$ cat config.mk
export PLATFORM = sky130hd
export DESIGN_NAME = aftab_booth_multiplier
export DESIGN_NICKNAME = d
export VERILOG_FILES = /design/src/rtl/aftab_booth_multiplier_pkg.sv /design/src/rtl/aftab_booth_multiplier_controller.sv /design/src/rtl/aftab_booth_multiplier_datapath.sv /design/src/rtl/aftab_booth_multiplier.sv
export SDC_FILE = /design/constraint.sdc
export NUM_CORES = 1
export LEC_CHECK = 0
export BUFFER_PORTS_ARGS = -buffer_cell sky130_fd_sc_hd__buf_2
export CAP_MARGIN = 20
export CORE_MARGIN = 1.5
export CORE_UTILIZATION = 45
export DETAILED_ROUTE_END_ITERATION = 12
export PLACE_DENSITY = 0.65
export SLEW_MARGIN = 10
export SYNTH_ARGS = -nofsm -noshare
export SYNTH_HDL_FRONTEND = slang
export SYNTH_SLANG_ARGS = --single-unit
$ cat constraint.sdc
create_clock -name clk -period 9.8 [get_ports clk]
set_input_delay 1.47 -clock clk [delete_from_list [all_inputs] [get_ports clk]]
set_output_delay 1.47 -clock clk [all_outputs]
set_load 0.05 [all_outputs]
$ cat src/rtl/aftab_booth_multiplier_pkg.sv
// Shared definitions for the AAU Booth multiplier: FSM state codes and
// radix-2 Booth recoding helpers.
package aftab_mul_defs;

  localparam logic [1:0] ST_IDLE = 2'd0;
  localparam logic [1:0] ST_RUN  = 2'd1;
  localparam logic [1:0] ST_DONE = 2'd2;

  localparam logic [1:0] BOOTH_NOP = 2'd0;
  localparam logic [1:0] BOOTH_ADD = 2'd1;
  localparam logic [1:0] BOOTH_SUB = 2'd2;

  // bits = {Q[0], q_1}
  function automatic logic [1:0] booth_sel(input logic [1:0] bits);
    logic [1:0] sel;
    case (bits)
      2'b01:   sel = BOOTH_ADD;
      2'b10:   sel = BOOTH_SUB;
      default: sel = BOOTH_NOP;
    endcase
    return sel;
  endfunction

endpackage

$ cat src/rtl/aftab_booth_multiplier_controller.sv
// Sequencing FSM and step counter for the radix-2 Booth multiplier.
//   state   | meaning
//   IDLE    | waiting for startMul; operands loaded on accepted start
//   RUN     | one add/sub + arithmetic shift per cycle, size steps
//   DONE    | product valid, doneMul pulses for this single cycle
module aftab_booth_multiplier_controller
  import aftab_mul_defs::*;
#(
  parameter int unsigned size = 33
) (
  input  logic       clk,
  input  logic       rst,
  input  logic       startMul,
  input  logic [1:0] booth_bits,
  output logic       ldM,
  output logic       ldACC,
  output logic       zeroACC,
  output logic       addSub,
  output logic       shR,
  output logic       ldProd,
  output logic       doneMul,
  output logic       busy
);

  localparam int unsigned CW = $clog2(size + 1);
  localparam logic [CW-1:0] LAST = CW'(size - 1);

  logic [1:0]    state_q, state_d;
  logic [CW-1:0] cnt_q, cnt_d;
  logic [1:0]    sel;

  always_comb begin
    state_d = state_q;
    cnt_d   = cnt_q;
    sel     = booth_sel(booth_bits);
    ldM     = 1'b0;
    ldACC   = 1'b0;
    zeroACC = 1'b0;
    addSub  = 1'b0;
    shR     = 1'b0;
    ldProd  = 1'b0;
    doneMul = 1'b0;
    busy    = 1'b0;
    case (state_q)
      ST_IDLE: begin
        if (startMul) begin
          state_d = ST_RUN;
          cnt_d   = '0;
          ldM     = 1'b1;
          zeroACC = 1'b1;
        end
      end
      ST_RUN: begin
        busy   = 1'b1;
        shR    = 1'b1;
        ldACC  = (sel != BOOTH_NOP);
        addSub = (sel == BOOTH_SUB);
        cnt_d  = cnt_q + CW'(1);
        // Product is captured from the final step so it is valid during DONE.
        if (cnt_q == LAST) begin
          state_d = ST_DONE;
          ldProd  = 1'b1;
        end
      end
      ST_DONE: begin
        doneMul = 1'b1;
        state_d = ST_IDLE;
      end
      default: state_d = ST_IDLE;
    endcase
  end

  always_ff @(posedge clk) begin
    if (rst) begin
      state_q <= ST_IDLE;
      cnt_q   <= '0;
    end else begin
      state_q <= state_d;
      cnt_q   <= cnt_d;
    end
  end

endmodule

$ cat src/rtl/aftab_booth_multiplier_datapath.sv
// Booth datapath: M, ACC (size+1 bits), Q, q_1, add/sub, arithmetic shifter
// and the product register.
module aftab_booth_multiplier_datapath #(
  parameter int unsigned size = 33
) (
  input  logic              clk,
  input  logic              rst,
  input  logic              ldM,
  input  logic              ldACC,
  input  logic              zeroACC,
  input  logic              addSub,
  input  logic              shR,
  input  logic              ldProd,
  input  logic [size-1:0]   multiplicand,
  input  logic [size-1:0]   multiplier,
  output logic [1:0]        booth_bits,
  output logic [2*size-1:0] product
);

  logic [size-1:0]   m_q, qr_q;
  logic [size:0]     acc_q;
  logic              q1_q;
  logic [2*size-1:0] prod_q;

  logic [size:0]     m_ext, sum, acc_pre;
  logic [2*size+1:0] shifted;

  // ACC carries an extra bit so that subtracting the most-negative M cannot overflow.
  assign m_ext   = {m_q[size-1], m_q};
  assign sum     = addSub ? (acc_q - m_ext) : (acc_q + m_ext);
  assign acc_pre = ldACC ? sum : acc_q;
  // {ACC, Q, q_1} >>> 1 : the old q_1 falls off, ACC MSB is replicated.
  assign shifted = {acc_pre[size], acc_pre, qr_q};

  assign booth_bits = {qr_q[0], q1_q};
  assign product    = prod_q;

  always_ff @(posedge clk) begin
    if (rst) begin
      m_q    <= '0;
      qr_q   <= '0;
      acc_q  <= '0;
      q1_q   <= 1'b0;
      prod_q <= '0;
    end else begin
      if (ldM) begin
        m_q  <= multiplicand;
        qr_q <= multiplier;
        q1_q <= 1'b0;
      end else if (shR) begin
        qr_q <= shifted[size:1];
        q1_q <= shifted[0];
      end
      if (zeroACC) begin
        acc_q <= '0;
      end else if (shR) begin
        acc_q <= shifted[2*size+1:size+1];
      end
      if (ldProd) begin
        prod_q <= shifted[2*size:1];
      end
    end
  end

endmodule

$ cat src/rtl/aftab_booth_multiplier.sv
// Sequential signed radix-2 Booth multiplier for the AFTAB AAU
// (start/done handshake, full 2*size-bit product).
module aftab_booth_multiplier #(
  parameter int unsigned size = 33
) (
  input  logic              clk,
  input  logic              rst,
  input  logic              startMul,
  input  logic [size-1:0]   multiplicand,
  input  logic [size-1:0]   multiplier,
  output logic              busy,
  output logic              doneMul,
  output logic [2*size-1:0] product
);

  logic       ldM, ldACC, zeroACC, addSub, shR, ldProd;
  logic [1:0] booth_bits;

  aftab_booth_multiplier_controller #(.size(size)) u_ctrl (
    .clk        (clk),
    .rst        (rst),
    .startMul   (startMul),
    .booth_bits (booth_bits),
    .ldM        (ldM),
    .ldACC      (ldACC),
    .zeroACC    (zeroACC),
    .addSub     (addSub),
    .shR        (shR),
    .ldProd     (ldProd),
    .doneMul    (doneMul),
    .busy       (busy)
  );

  aftab_booth_multiplier_datapath #(.size(size)) u_dp (
    .clk          (clk),
    .rst          (rst),
    .ldM          (ldM),
    .ldACC        (ldACC),
    .zeroACC      (zeroACC),
    .addSub       (addSub),
    .shR          (shR),
    .ldProd       (ldProd),
    .multiplicand (multiplicand),
    .multiplier   (multiplier),
    .booth_bits   (booth_bits),
    .product      (product)
  );

endmodule

; After elaboration in Yosys (flattened, before gate mapping)
; Index checks and enable logic that the tools add are counted.
[totals]
regBits = 174
inputBits = 69
wordCells = 43
[classes]
n_addsub = 3
n_eq_ne = 8
mux = 18
reduce_logical = 7
[op_table]
columns = op, count
row1 = two-way mux 34 bit, 2
row2 = two-way mux 33 bit, 2
row3 = adder 33 x 33 -> 34 bit, 1
row4 = subtractor 33 x 33 -> 34 bit, 1
row5 = case mux 6 bit (2 select lines), 1
row6 = two-way mux 1 bit, 8
row7 = case mux 2 bit (2 select lines), 2
row8 = adder 6 x 1 -> 6 bit (second input constant), 1
row9 = == test 2 bit (second input constant), 3
row10 = == test 6 bit (second input constant), 1
row11 = two-way mux 6 bit, 1
row12 = nonzero test 2 bit, 3
row13 = == test 2 x 1 -> 1 bit (second input constant), 2
row14 = two-way mux 2 bit, 2
row15 = AND reduction 2 bit, 2
row16 = logical NOT 2 bit, 1
row17 = inequality test 2 x 1 -> 1 bit (second input constant), 1
row18 = inequality test 2 bit (second input constant), 1
row19 = OR reduction 2 bit, 1

; Longest topological paths before layout
[depth]
depth_word = 8
ltp_mapped = 19
ltp_nobuf = 19

; By module
; Synthesis repeated with hierarchy kept, for this count alone.
[unflattened]
hier_cells = 1113
hier_area_um2 = 9506.6
[modules_own_cells]
columns = mod, n_inst, cells_each, area_each_um2, seq_area_each_um2
row1 = aftab_booth_multiplier_datapath, 1, 1062, 9044.9, 3323.2
row2 = aftab_booth_multiplier_controller, 1, 51, 461.7, 160.2

; Worst setup path before layout
; No wires, ideal clock.
[synth_path]
kind = register to register
from = reg u_ctrl.state_q[1]
to = reg u_dp.prod_q[65], in the netlist u_dp.product[65]
setup_ps = 91
arrival_time_ps = 4370
slack_ps = 5339
stages_incl_launch_ff = 18
path_buffers = 2
synth_period_minus_slack_ps = 4461
path_cell_list = dfxtp_1 -> nand2b_1 -> bufinv_8 -> nand2_8 -> clkbuf_1 -> clkbuf_1 -> o41ai_1 -> xor2_1 -> ha_1 -> a21oi_1 -> nand2_1 -> a221o_1 -> a221o_1 -> or2_1 -> a221o_1 -> a211o_1 -> or4_4 -> a311oi_1
[synth_via]
elab_chain_cells = 4
[synth_lines]
columns = item, line_no
row1 = from (decl), aftab_booth_multiplier_controller.sv:28  ; logic [1:0] state_q, state_d;
row2 = from (signal assigned), aftab_booth_multiplier_controller.sv:78  ; state_q <= state_d;
row3 = == test 2 x 1 -> 1 bit *, aftab_booth_multiplier_controller.sv:44  ; case (state_q)
row4 = two-way mux 1 bit, aftab_booth_multiplier_controller.sv:44
row5 = two-way mux 34 bit, aftab_booth_multiplier_datapath.sv:30  ; assign sum = addSub ? (acc_q - m_ext) : (acc_q + m_ext);
row6 = two-way mux 34 bit, aftab_booth_multiplier_datapath.sv:31  ; assign acc_pre = ldACC ? sum : acc_q;
row7 = to (signal assigned), aftab_booth_multiplier_datapath.sv:60  ; prod_q <= shifted[2*size:1];
row8 = to (decl), aftab_booth_multiplier_datapath.sv:23  ; logic [2*size-1:0] prod_q;
; Every way passes the cells marked *; elsewhere a longest branch is shown, timed or not.
; A chain may end at the register's enable or synchronous reset.

; Worst setup path in the final report
[layout_path]
from = reg u_ctrl.state_q[1]
to = reg u_dp.prod_q[63], in the netlist u_dp.product[63]
; Same word-level chain as after synthesis.

==> impl_metrics.ini <==
[status]
outcome = finished, final reports clean

[grt]
grt_pass1_wl_um = 41600
grt_use_total_pct = 23.7
antenna_found_initial = 0
grt_pass1_vias = 8301
overflow = 0
grt_max_degree = 97

[setup_path]
slowest_delay_ns = 0.76
crit_slowest_cell = a2111oi_1
crit_buf_inv = 2
worst_ep_arrival_time_ns = 5.60
start_kind = register
cp-end-kind = register
crit_top_cell = and2_1
crit_required_ns = 10.12
path_cells = nand2b_1, buf_4, bufinv_8, and2_1, a21oi_1, xnor2_1, ha_1, and2_1, and4_1, o21ai_1, a2111oi_1, o211ai_1, a211oi_1, a31oi_1, xor2_1, a2111oi_0
r2r_slack_ns = 4.52
crit_family = compound AO/OA/AOI/OAI gates
critical_path_class = register to register
crit_fanout = 96

[detailed_routing]
wl_met1_um = 11700
first_pass_iters = 5
remaining_drc_errors = 0
vias_per_cell = 5.59
wl_met3_um = 940
highest_layer = met4
avgRoutedWirePerCell_um = 16.1
ant_nets = 0
wl_um = 25400
num_vias = 8810
met2WireLength_um = 12300
drtIter0Drc = 642

[floorplanning]
rows = 52
dieHeight_um = 147
start_util_pct = 46.1
die_w_um = 147
ios = 137
die_area_sq_mm = 0.0217
core-area_sq_mm = 0.0203

[finish]
nets = 1401
drive_above_1_share_pct = 15.1
multi_input_comb_area_sq_mm = 0.00538
n_fill_cell = 2042
syn_to_final_growth_pct = 13.7
seqCellArea_sq_mm = 0.00348
diodes = 0

[placed_design]
dp_hpwl_um = 17800
place_ws_ns = 4.71
io_buffers = 136
gp_congestion = 0.921

[sta]
finalSetupViolations = 0
worst_slack_ns = 4.52
fin_skew_ns = 0.00965
period_share_pct = 53.9
fmax_mhz = 189
tns_ns = 0
slew_violations = 0
max_slew_margin_pct = 25.3
hold_viol_final = 0
layout_min_cycle_time_ns = 5.28
rsz0062_at_grt = no
worst_pin_slew_ns = 1.12

[clock_tree]
clock_path_buffers = 2
cts_resized = 0
cts_tree = yes
cts_setup_buffers = 0
clkLatencyLatePin_ns = 0.44
numCtsBuffers = 17
holdBufCountCts = 0
cts-root-buf = clkbuf_16
cts.sinks = 174
clk_pin_slew_ns = 0.08
htree_levels = 4

[run]
max_cap_viol_count = 0

[logic_synthesis]
synthesis.nets = 1322
synth_ff_type = dfxtp_1
ys_ff_latch = 174
synthCells = 1215
yosys.area.top_type = dfxtp_1
synth_cell_types = 64
synth-edff-count = 0
syn_area_per_cell_sq_um = 7.70
synth-warning-count = 0
yosysSeqAreaShare_pct = 37.2
synthTopCellsByArea = dfxtp_1 37%, a21oi_1 9.5%, nand2_1 9.2%
synth.most_common_cell = nand2_1
yosysTopAreaCellShare_pct = 37.2
netlist_area_sq_mm = 0.00936
ys_async_sr_fraction_pct = 0
synth_commonest_cells = 230 x nand2_1, 178 x a21oi_1, 174 x dfxtp_1

[pwr]
peakVddDrop_uv = 140
p_leak_nw = 4.38
total_power_mw = 1.81
power_per_cell_area_mw_per_mm2 = 170

[hold_path]
hp-class = register to register
-- final timing paths --
check	cells after the start	from	end
setup / recovery	16	u_ctrl.state_q[1]	u_dp.product[63]
hold / removal	2	u_dp.product[8]	u_dp.product[8]
setup reg to reg	16	u_ctrl.state_q[1]	u_dp.product[63]
hold reg to reg	2	u_dp.product[8]	u_dp.product[8]
-- through the flow --
step / area, sq um / util [%] / hold WS, ns / instances
after floorplan: 9360 / - / 0.436 / 1215
after global placement: 10100 / 49.5 / 0.441 / 1545
after detailed placement: 10100 / 49.5 / 0.445 / 1545
after CTS: 10600 / 52.4 / 0.456 / 1577
after global routing: 10600 / 52.4 / 0.475 / 1577
final: 10600 / 52.4 / 0.453 / 1577
-- tightest hold or removal path, stage by stage (launching register included) --
cell     delay [ns]
dfxtp_1        0.31
nand2_1        0.05
a21oi_1        0.05
-- state kept, by name, indices dropped and copies added, names as in the netlist --
register	count
u_dp.acc_q	33
u_dp.q1_q	1
u_dp.m_q	33
u_dp.product	66
u_ctrl.state_q	2
u_ctrl.cnt_q	6
u_dp.qr_q	33
-- per-layer routing --
| layer | vias to the layer above | track usage, % |
|---|---|---|
| met5 | - | 0 |
| met4 | 0 | 7.55 |
| met3 | 30 | 3.76 |
| met2 | 192 | 40.4 |
| met1 | 4144 | 30.7 |
| li1 | 4444 | - |
-- placed cells by master (no fill, tap or decap), drive strengths merged, types with 3 or more instances in the layout --
| master | n |
|---|---|
| a211o | 3 |
| a211oi | 38 |
| a21o | 15 |
| a21oi | 178 |
| a221o | 3 |
| a22oi | 32 |
| a311oi | 5 |
| a31oi | 11 |
| and2 | 7 |
| and3 | 6 |
| buf | 145 |
| clkbuf | 17 |
| clkinv | 7 |
| dfxtp | 174 |
| ha | 37 |
| inv | 28 |
| mux2i | 6 |
| nand2 | 231 |
| nand2b | 8 |
| nand3 | 25 |
| nand4 | 11 |
| nor2 | 119 |
| nor2b | 5 |
| nor3 | 23 |
| nor4 | 7 |
| o211ai | 9 |
| o21a | 6 |
| o21ai | 42 |
| o21bai | 7 |
| o31ai | 10 |
| o41ai | 7 |
| or3 | 3 |
| or4 | 7 |
| xnor2 | 29 |
| xor2 | 26 |
-- layout make-up --
cell class,count,area share (%)
Tap cell,270,3.17
Multi-Input combinational cell,934,50.6
Inverter,22,0.905
Clock buffer,17,4.00
Clock inverter,15,1.56
Timing Repair Buffer,145,7.05
Sequential cell,174,32.7
-- report_power, final --
part	total [mW]	leakage, nW	internal, mW	switching, mW
Sequential	0.762	1.42	0.733	0.0289
Clock	0.677	0.287	0.342	0.335
Combinational	0.369	2.68	0.140	0.229
Total	1.81	4.38	1.22	0.593
-- logic make-up (layout without fill, tap and decap cells) --
logic type               Yosys count  count (layout)  share of synthesized area (%)
flip-flops                       174             174                           37.2
adder cells (fa/ha/maj)           38              38                           5.16
multiplexers                       7               7                          0.802
XOR/XNOR                          55              55                           5.15
AND/OR/NAND/NOR                  457             457                           21.4
AO/OA/AOI/OAI                    377             377                           24.8
buffers and inverters            107             199                           5.39
Power figures use the tool's default switching activity.
